==> src/rtl/xm_pkg.sv <==
// xm_pkg: shared ALU op codes, PSW bit positions, sequencer states and PSW merge helper
package xm_pkg;
  typedef enum logic [3:0] {
    ADD, ADDC, SUB, SUBC, XOR, AND, BIC, BIS, PASS_B, PASS_A, SWPB, SXT
  } alu_op_e;
  localparam int PSW_C = 0;
  localparam int PSW_Z = 1;
  localparam int PSW_N = 2;
  localparam int PSW_V = 3;
  typedef enum logic [2:0] {IDLE, RD_SRC, RD_DST, EXEC, WB} seq_state_e;
  function automatic logic [3:0] psw_merge(input logic [3:0] old, input logic [3:0] st, input logic [3:0] mask);
    return (old & ~mask) | (st & mask);
  endfunction
endpackage

==> src/rtl/xm_psw_reg.sv <==
// xm_psw_reg: 4-bit PSW {V,N,Z,C}; ports clk/rst, i_upd+i_mask+i_st masked update, i_load+i_load_data priority load, o_psw
module xm_psw_reg
  import xm_pkg::*;
(
  input  logic       clk,
  input  logic       rst,
  input  logic       i_upd,
  input  logic [3:0] i_mask,
  input  logic [3:0] i_st,
  input  logic       i_load,
  input  logic [3:0] i_load_data,
  output logic [3:0] o_psw
);
  always_ff @(posedge clk)
    o_psw <= rst ? 4'b0 : i_load ? i_load_data : i_upd ? psw_merge(o_psw, i_st, i_mask) : o_psw;
endmodule

==> src/rtl/alu_sequencer.sv <==
// alu_sequencer: issue/writeback FSM for the X-Makina ALU; req_* in, rf_* read/write, registered alu_* drive, psw/psw_load, done pulse
module alu_sequencer
  import xm_pkg::*;
#(
  parameter int WORD = 16,
  parameter int REGS = 8,
  localparam int RA_W = $clog2(REGS)
) (
  input  logic            clk,
  input  logic            rst,
  input  logic            req_valid,
  output logic            req_ready,
  input  logic [3:0]      req_op,
  input  logic [RA_W-1:0] req_src,
  input  logic [RA_W-1:0] req_dst,
  input  logic            req_use_imm,
  input  logic [WORD-1:0] req_imm,
  input  logic            req_wb_en,
  input  logic [3:0]      req_psw_mask,
  output logic [RA_W-1:0] rf_raddr,
  input  logic [WORD-1:0] rf_rdata,
  output logic            rf_we,
  output logic [RA_W-1:0] rf_waddr,
  output logic [WORD-1:0] rf_wdata,
  output logic [3:0]      alu_op,
  output logic [WORD-1:0] alu_a,
  output logic [WORD-1:0] alu_b,
  output logic [3:0]      alu_status_old,
  input  logic [WORD-1:0] alu_out,
  input  logic [3:0]      alu_status_new,
  output logic [3:0]      psw,
  input  logic            psw_load,
  input  logic [3:0]      psw_load_data,
  output logic            done
);
  seq_state_e      r_state;
  logic [3:0]      r_op;
  logic [RA_W-1:0] r_dst;
  logic            r_wb_en;
  logic [3:0]      r_mask;
  logic [3:0]      r_st;
  assign req_ready      = (r_state == IDLE) && !rst;
  assign alu_status_old = psw;
  // rf_* and done are registered one state ahead so they are high exactly during WB
  always_ff @(posedge clk) begin
    if (rst) begin
      r_state  <= IDLE;
      rf_raddr <= '0;
      rf_we    <= 1'b0;
      rf_waddr <= '0;
      rf_wdata <= '0;
      alu_op   <= '0;
      alu_a    <= '0;
      alu_b    <= '0;
      done     <= 1'b0;
    end else begin
      rf_we    <= 1'b0;
      rf_waddr <= '0;
      rf_wdata <= '0;
      done     <= 1'b0;
      case (r_state)
        IDLE: if (req_valid) begin
          r_op     <= req_op;
          r_dst    <= req_dst;
          r_wb_en  <= req_wb_en;
          r_mask   <= req_psw_mask;
          rf_raddr <= req_use_imm ? req_dst : req_src;
          alu_b    <= req_use_imm ? req_imm : alu_b;
          r_state  <= req_use_imm ? RD_DST : RD_SRC;
        end
        RD_SRC: begin
          alu_b    <= rf_rdata;
          rf_raddr <= r_dst;
          r_state  <= RD_DST;
        end
        RD_DST: begin
          alu_a    <= rf_rdata;
          alu_op   <= r_op;
          rf_raddr <= '0;
          r_state  <= EXEC;
        end
        EXEC: begin
          r_st     <= alu_status_new;
          rf_we    <= r_wb_en;
          rf_waddr <= r_dst;
          rf_wdata <= alu_out;
          done     <= 1'b1;
          r_state  <= WB;
        end
        default: r_state <= IDLE;
      endcase
    end
  end
  xm_psw_reg u_psw (
    .clk        (clk),
    .rst        (rst),
    .i_upd      (done),
    .i_mask     (r_mask),
    .i_st       (r_st),
    .i_load     (psw_load),
    .i_load_data(psw_load_data),
    .o_psw      (psw)
  );
endmodule
==> config.mk <==
export PLATFORM = sky130hd
export DESIGN_NAME = alu_sequencer
export DESIGN_NICKNAME = d
export VERILOG_FILES = /design/src/rtl/xm_pkg.sv /design/src/rtl/xm_psw_reg.sv /design/src/rtl/alu_sequencer.sv
export SDC_FILE = /design/constraint.sdc
export NUM_CORES = 1
export LEC_CHECK = 0
export BUFFER_PORTS_ARGS = -buffer_cell sky130_fd_sc_hd__buf_2
export CAP_MARGIN = 10
export CORE_MARGIN = 2
export CORE_UTILIZATION = 46
export DETAILED_ROUTE_END_ITERATION = 8
export PLACE_DENSITY = 0.8
export RECOVER_POWER = 25
export SETUP_SLACK_MARGIN = 0.3
export SYNTH_ARGS = -nofsm -noshare
export SYNTH_HDL_FRONTEND = slang
export SYNTH_SLANG_ARGS = --single-unit
==> constraint.sdc <==
create_clock -name clk -period 1.93 [get_ports clk]
set_clock_uncertainty 0.05 [all_clocks]
set_input_delay 0.193 -clock clk [delete_from_list [all_inputs] [get_ports clk]]
set_output_delay 0.193 -clock clk [all_outputs]
set_load 0.03 [all_outputs]
* Word level (Yosys, flattened, before mapping)
Index checks and enable logic that the tools add are counted.
Storage, ports and cells: bits in registers 83, input port bits 76, output and inout bits 69
Operators by class: eq/ne operators 5, multiplexer cells 12, bitwise gates (word level) 6, reductions and logical operators 11
Operators with widths (count):
- 16-bit two-way mux | 2
- 16-bit case mux with 2 select lines | 1
- 3-bit case mux with 4 select lines | 1
- 3-bit two-way mux | 3
- 3-bit case mux with 3 select lines | 1
- 4-bit bitwise AND | 2
- 4-bit two-way mux | 2
- 3-bit by 2-bit equality test with 1-bit output, second input constant | 2
- 3-bit AND reduction | 2
- 2-bit != test, second input constant | 2
- 4-bit inverter | 1
- 4-bit bitwise OR | 1
- 2-bit AND reduction | 2
- 2-bit nonzero test | 2
- 3-bit by 1-bit equality test with 1-bit output, second input constant | 1
- 3-bit logical NOT | 1
- 3-bit nonzero test | 1
- 2-bit two-way mux | 1
- 1-bit inverter | 2
- 2-bit OR reduction | 1
- 1-bit logical AND | 1
- 1-bit logical NOT | 1
- 1-bit two-way mux | 1

* Logic depth before layout (Yosys ltp)
word-level depth 5, mapped depth 6, depth with buffers taken out 3

* By module
Synthesis repeated with hierarchy kept, for this count alone.
Second synthesis, totals: cells, all modules 288, area total of the unflattened synthesis 3191.8 µm²
Modules (own cells, without submodules):
- alu_sequencer | instances 1, cells an instance 267, area an instance 2947.8 µm², sequential area each 1741.7 µm²
- xm_psw_reg | instances 1, cells an instance 21, area an instance 244.0 µm², sequential area each 80.1 µm²

* Least setup slack after synthesis
Ideal clock, no wire load.
path type flip-flop to flip-flop, start register r_state[0], end register r_dst[0], enable pin, setup time 0.355 ns, arrival time 2.153 ns, path slack -0.628 ns, cell stages (with the launch flop) 5, path buffers 2, clock period less this slack 2.558 ns, cell sequence dfxtp_1 -> buf_4 -> buf_6 -> nor4_1 -> and2_1
On the way: word-level cells in the longest chain between the ends 2
Ends and longest elaborated chain:
- start: declaration | RTL line alu_sequencer.sv:36 | seq_state_e r_state;
- start signal: assignment | RTL line alu_sequencer.sv:69 | r_state <= req_use_imm ? RD_DST : RD_SRC;
- 3-bit logical NOT | RTL line alu_sequencer.sv:61 | case (r_state)
- 3-bit AND reduction (no source line)
- end signal: assignment | RTL line alu_sequencer.sv:64 | r_dst <= req_dst;
- end: declaration | RTL line alu_sequencer.sv:38 | logic [RA_W-1:0] r_dst;
Every way passes these cells. A chain may end at the register's enable or synchronous reset.

* Worst setup path after layout
start register r_state[2], end output req_ready
On the way: word-level cells in the longest chain between the ends 2
Ends and longest elaborated chain:
- 3-bit logical NOT | RTL line alu_sequencer.sv:42 | assign req_ready = (r_state == IDLE) && !rst;
- 1-bit logical AND | RTL line alu_sequencer.sv:42
- end: declaration | RTL line alu_sequencer.sv:12 | output logic req_ready,
Every way passes these cells.

==> impl_metrics.env <==
export IMPL_status="complete, no violations"
export IMPL_hold_path_class="in -> reg"
export IMPL_worst_slew_pin_slew_ns=0.475
export IMPL_start_util_pct=47.0
export IMPL_mappedNetlistArea_um2=3140
export IMPL_gp_congestion=0.747
export IMPL_finalSetupViolCount=0
export IMPL_grt_pass1_wl_mm=11.9
export IMPL_holdWs_ns=0.0122
export IMPL_whs_path_depth=2
export IMPL_antenna_found_initial=0
export IMPL_port_buffers=144
export IMPL_synth_cell_types=31
export IMPL_diodes=0
export IMPL_rsz0062_at_grt="yes"
export IMPL_drive_gt1_share_pct=35.5
export IMPL_crit_chain="buf_4, nor4_4, buf_6"
export IMPL_synth_area_leaders="dfxtp_1 43%, edfxtp_1 15%, a21oi_1 6.9%, mux2i_1 6.1%, nand2_1 4.9%"
export IMPL_syn2layout_area_growth_pct=39.7
export IMPL_drv_slew=0
export IMPL_crit_type="reg -> out"
export IMPL_wire_per_inst_um=14.1
export IMPL_remaining_drc_errors=0
export IMPL_relSlewSlack_pct=68.3
export IMPL_netlist_instances=287
export IMPL_grtUsageTotal_pct=20.5
export IMPL_max_freq_mhz=634
export IMPL_core_area_um2=6680
export IMPL_endpoint_kind="primary output"
export IMPL_clock_sinks=83
export IMPL_gr_total_overflow=0
export IMPL_h_tree_depth=3
export IMPL_slowest_delay_ns=0.38
export IMPL_final_cell_mix="116 x buf_2, 65 x dfxtp_1, 43 x a21oi_1, 41 x nand2_1, 31 x dlygate4sd3_1"
export IMPL_die_height_um=86.6
export IMPL_ys_seq_area_share_pct=58.1
export IMPL_cp_slowest_cell="dfxtp_2"
export IMPL_fin_setup_tns_ns=0
export IMPL_dp_hpwl_mm=5.21
export IMPL_firstDrtPassIters=4
export IMPL_timing_max_cap_violations=0
export IMPL_finalPower_mw=3.99
export IMPL_met2WireLength_mm=3.62
export IMPL_ys_seq_elements=83
export IMPL_finalWorstSetupSlack_ns=0.353
export IMPL_crit_path_start_kind="flip-flop"
export IMPL_synth_area_leader_cell="dfxtp_1"
export IMPL_met3WireLength_um=559
export IMPL_clk_latency_ns=0.34
export IMPL_place_inst=495
export IMPL_highest_layer="met4"
export IMPL_finalNonFillerCells=542
export IMPL_hold_viol_final=0
export IMPL_grt_pass1_vias=2657
export IMPL_power_density_nw_per_um2=910
export IMPL_final_core_util_pct=65.6
export IMPL_layout_worst_path_cycle_share_pct=81.7
export IMPL_drt_iter0_markers=67
export IMPL_dpl_instance_area_um2=3890
export IMPL_nNetsFinal=533
export IMPL_die_w_um=86.6
export IMPL_drt_total_wl_mm=7.64
export IMPL_synthFlopType="dfxtp_1"
export IMPL_cts_root_buf="clkbuf_8"
export IMPL_cts_tree="built"
export IMPL_worstRegToRegCells=4
export IMPL_synth_edf_count=16
export IMPL_min_period_ns=1.58
export IMPL_cp_max_fo=8
export IMPL_rows=30
export IMPL_arrival_ns=1.33
export IMPL_ant_nets=0
export IMPL_pre_cts_ws_ns=0.280
export IMPL_synth_area_per_cell_um2=10.9
export IMPL_design_area_um2=4380
export IMPL_path_clk_slew_ns=0.08
export IMPL_cp_required_ns=1.69
export IMPL_pin_count=145
export IMPL_yosysWarnings=0
export IMPL_p_leak_nw=1.86
export IMPL_final_common_cell="buf_2"
export IMPL_cts_buffer_depth=2
export IMPL_met1Wirelength_mm=3.28
export IMPL_cts_buffers=9
export IMPL_vias=2759
export IMPL_die_area_um2=7500
export IMPL_synth_top_area_share_pct=42.7
export IMPL_syn_num_nets=363
export IMPL_vias_per_cell=5.09
export IMPL_ir_drop_mv=0.567
export IMPL_synthArstFlopShare_pct=0
export IMPL_grt_max_degree=27
-- synthesized netlist by cell type, types with 2 or more instances --
master	n
a211oi_2	10
nor2b_1	4
dfxtp_1	67
nor3_1	7
a2111oi_1	3
a211oi_1	7
nand2_1	41
buf_4	5
buf_6	3
mux2i_1	19
a21oi_1	43
a311oi_1	4
and2_1	21
clkbuf_1	8
a21boi_0	4
buf_2	8
nor4_1	2
edfxtp_1	16
or3b_1	3
-- final cells by class --
cell class | instances | area (µm²)
clock inverter | 5 | 53.8
tap | 80 | 100
sequential | 83 | 1830
fill | 552 | 2300
inverter | 1 | 3.75
clock buffer | 11 | 141
timing repair buffer | 184 | 1080
multi-input combinational | 178 | 1180
-- repair_timing --
| action | CTS | global route |
|---|---|---|
| hold buffers | 30 | 1 |
| resized for setup | 3 | 4 |
| endpoints found under the setup margin | 12 | 35 |
| pin swaps | 0 | 1 |
| setup buffers | 0 | 0 |
| endpoints found under the hold margin | 30 | 1 |
-- layer usage --
metal / up-vias / global-route usage (%)
met4: 0 / 9.23
met5: - / 0
li1: 1349 / -
met2: 131 / 33.6
met1: 1258 / 24.7
met3: 21 / 6.29
-- power by group --
group	switching [mW]	total, mW	internal [mW]
clock	0.584	1.21	0.630
sequential	0.0632	1.94	1.88
combinational	0.511	0.834	0.324
total	1.16	3.99	2.83
-- critical path, delay by kind of cell, from the launching register on --
| kind | cells | cell delay, ns |
|---|---|---|
| DFF | 1 | 0.38 |
| and+or+nand+nor | 1 | 0.25 |
| buffers and inverters | 2 | 0.37 |
-- registers in the layout (all words and copies together) (netlist names), 3 cells and up, named ones only --
register	count
rf_raddr	3
r_st	4
r_dst	3
r_op	4
alu_b	16
rf_wdata	16
alu_op	4
alu_a	16
r_state	3
r_mask	4
rf_waddr	3
-- logic make-up (layout without fill, tap and decap cells) --
kind of cell           Yosys count  after routing  share of synthesized area [%]
and+or+nand+nor                 85             85                           14.0
buffers and inverters           26            201                           5.26
muxes                           19             19                           6.06
AOI/OAI and AO/OA               74             74                           16.6
DFF                             83             83                           58.1
-- worst paths after layout --
| check | to | start | slack [ns] |
|---|---|---|---|
| max | req_ready | r_state[2] | 0.35 |
| min | rf_wdata[12] | alu_out[12] | 0.01 |
| min reg2reg | rf_we | r_wb_en | 0.40 |
| max reg2reg | alu_b[15] | r_state[0] | 0.41 |
Power figures use the tool's default switching activity.
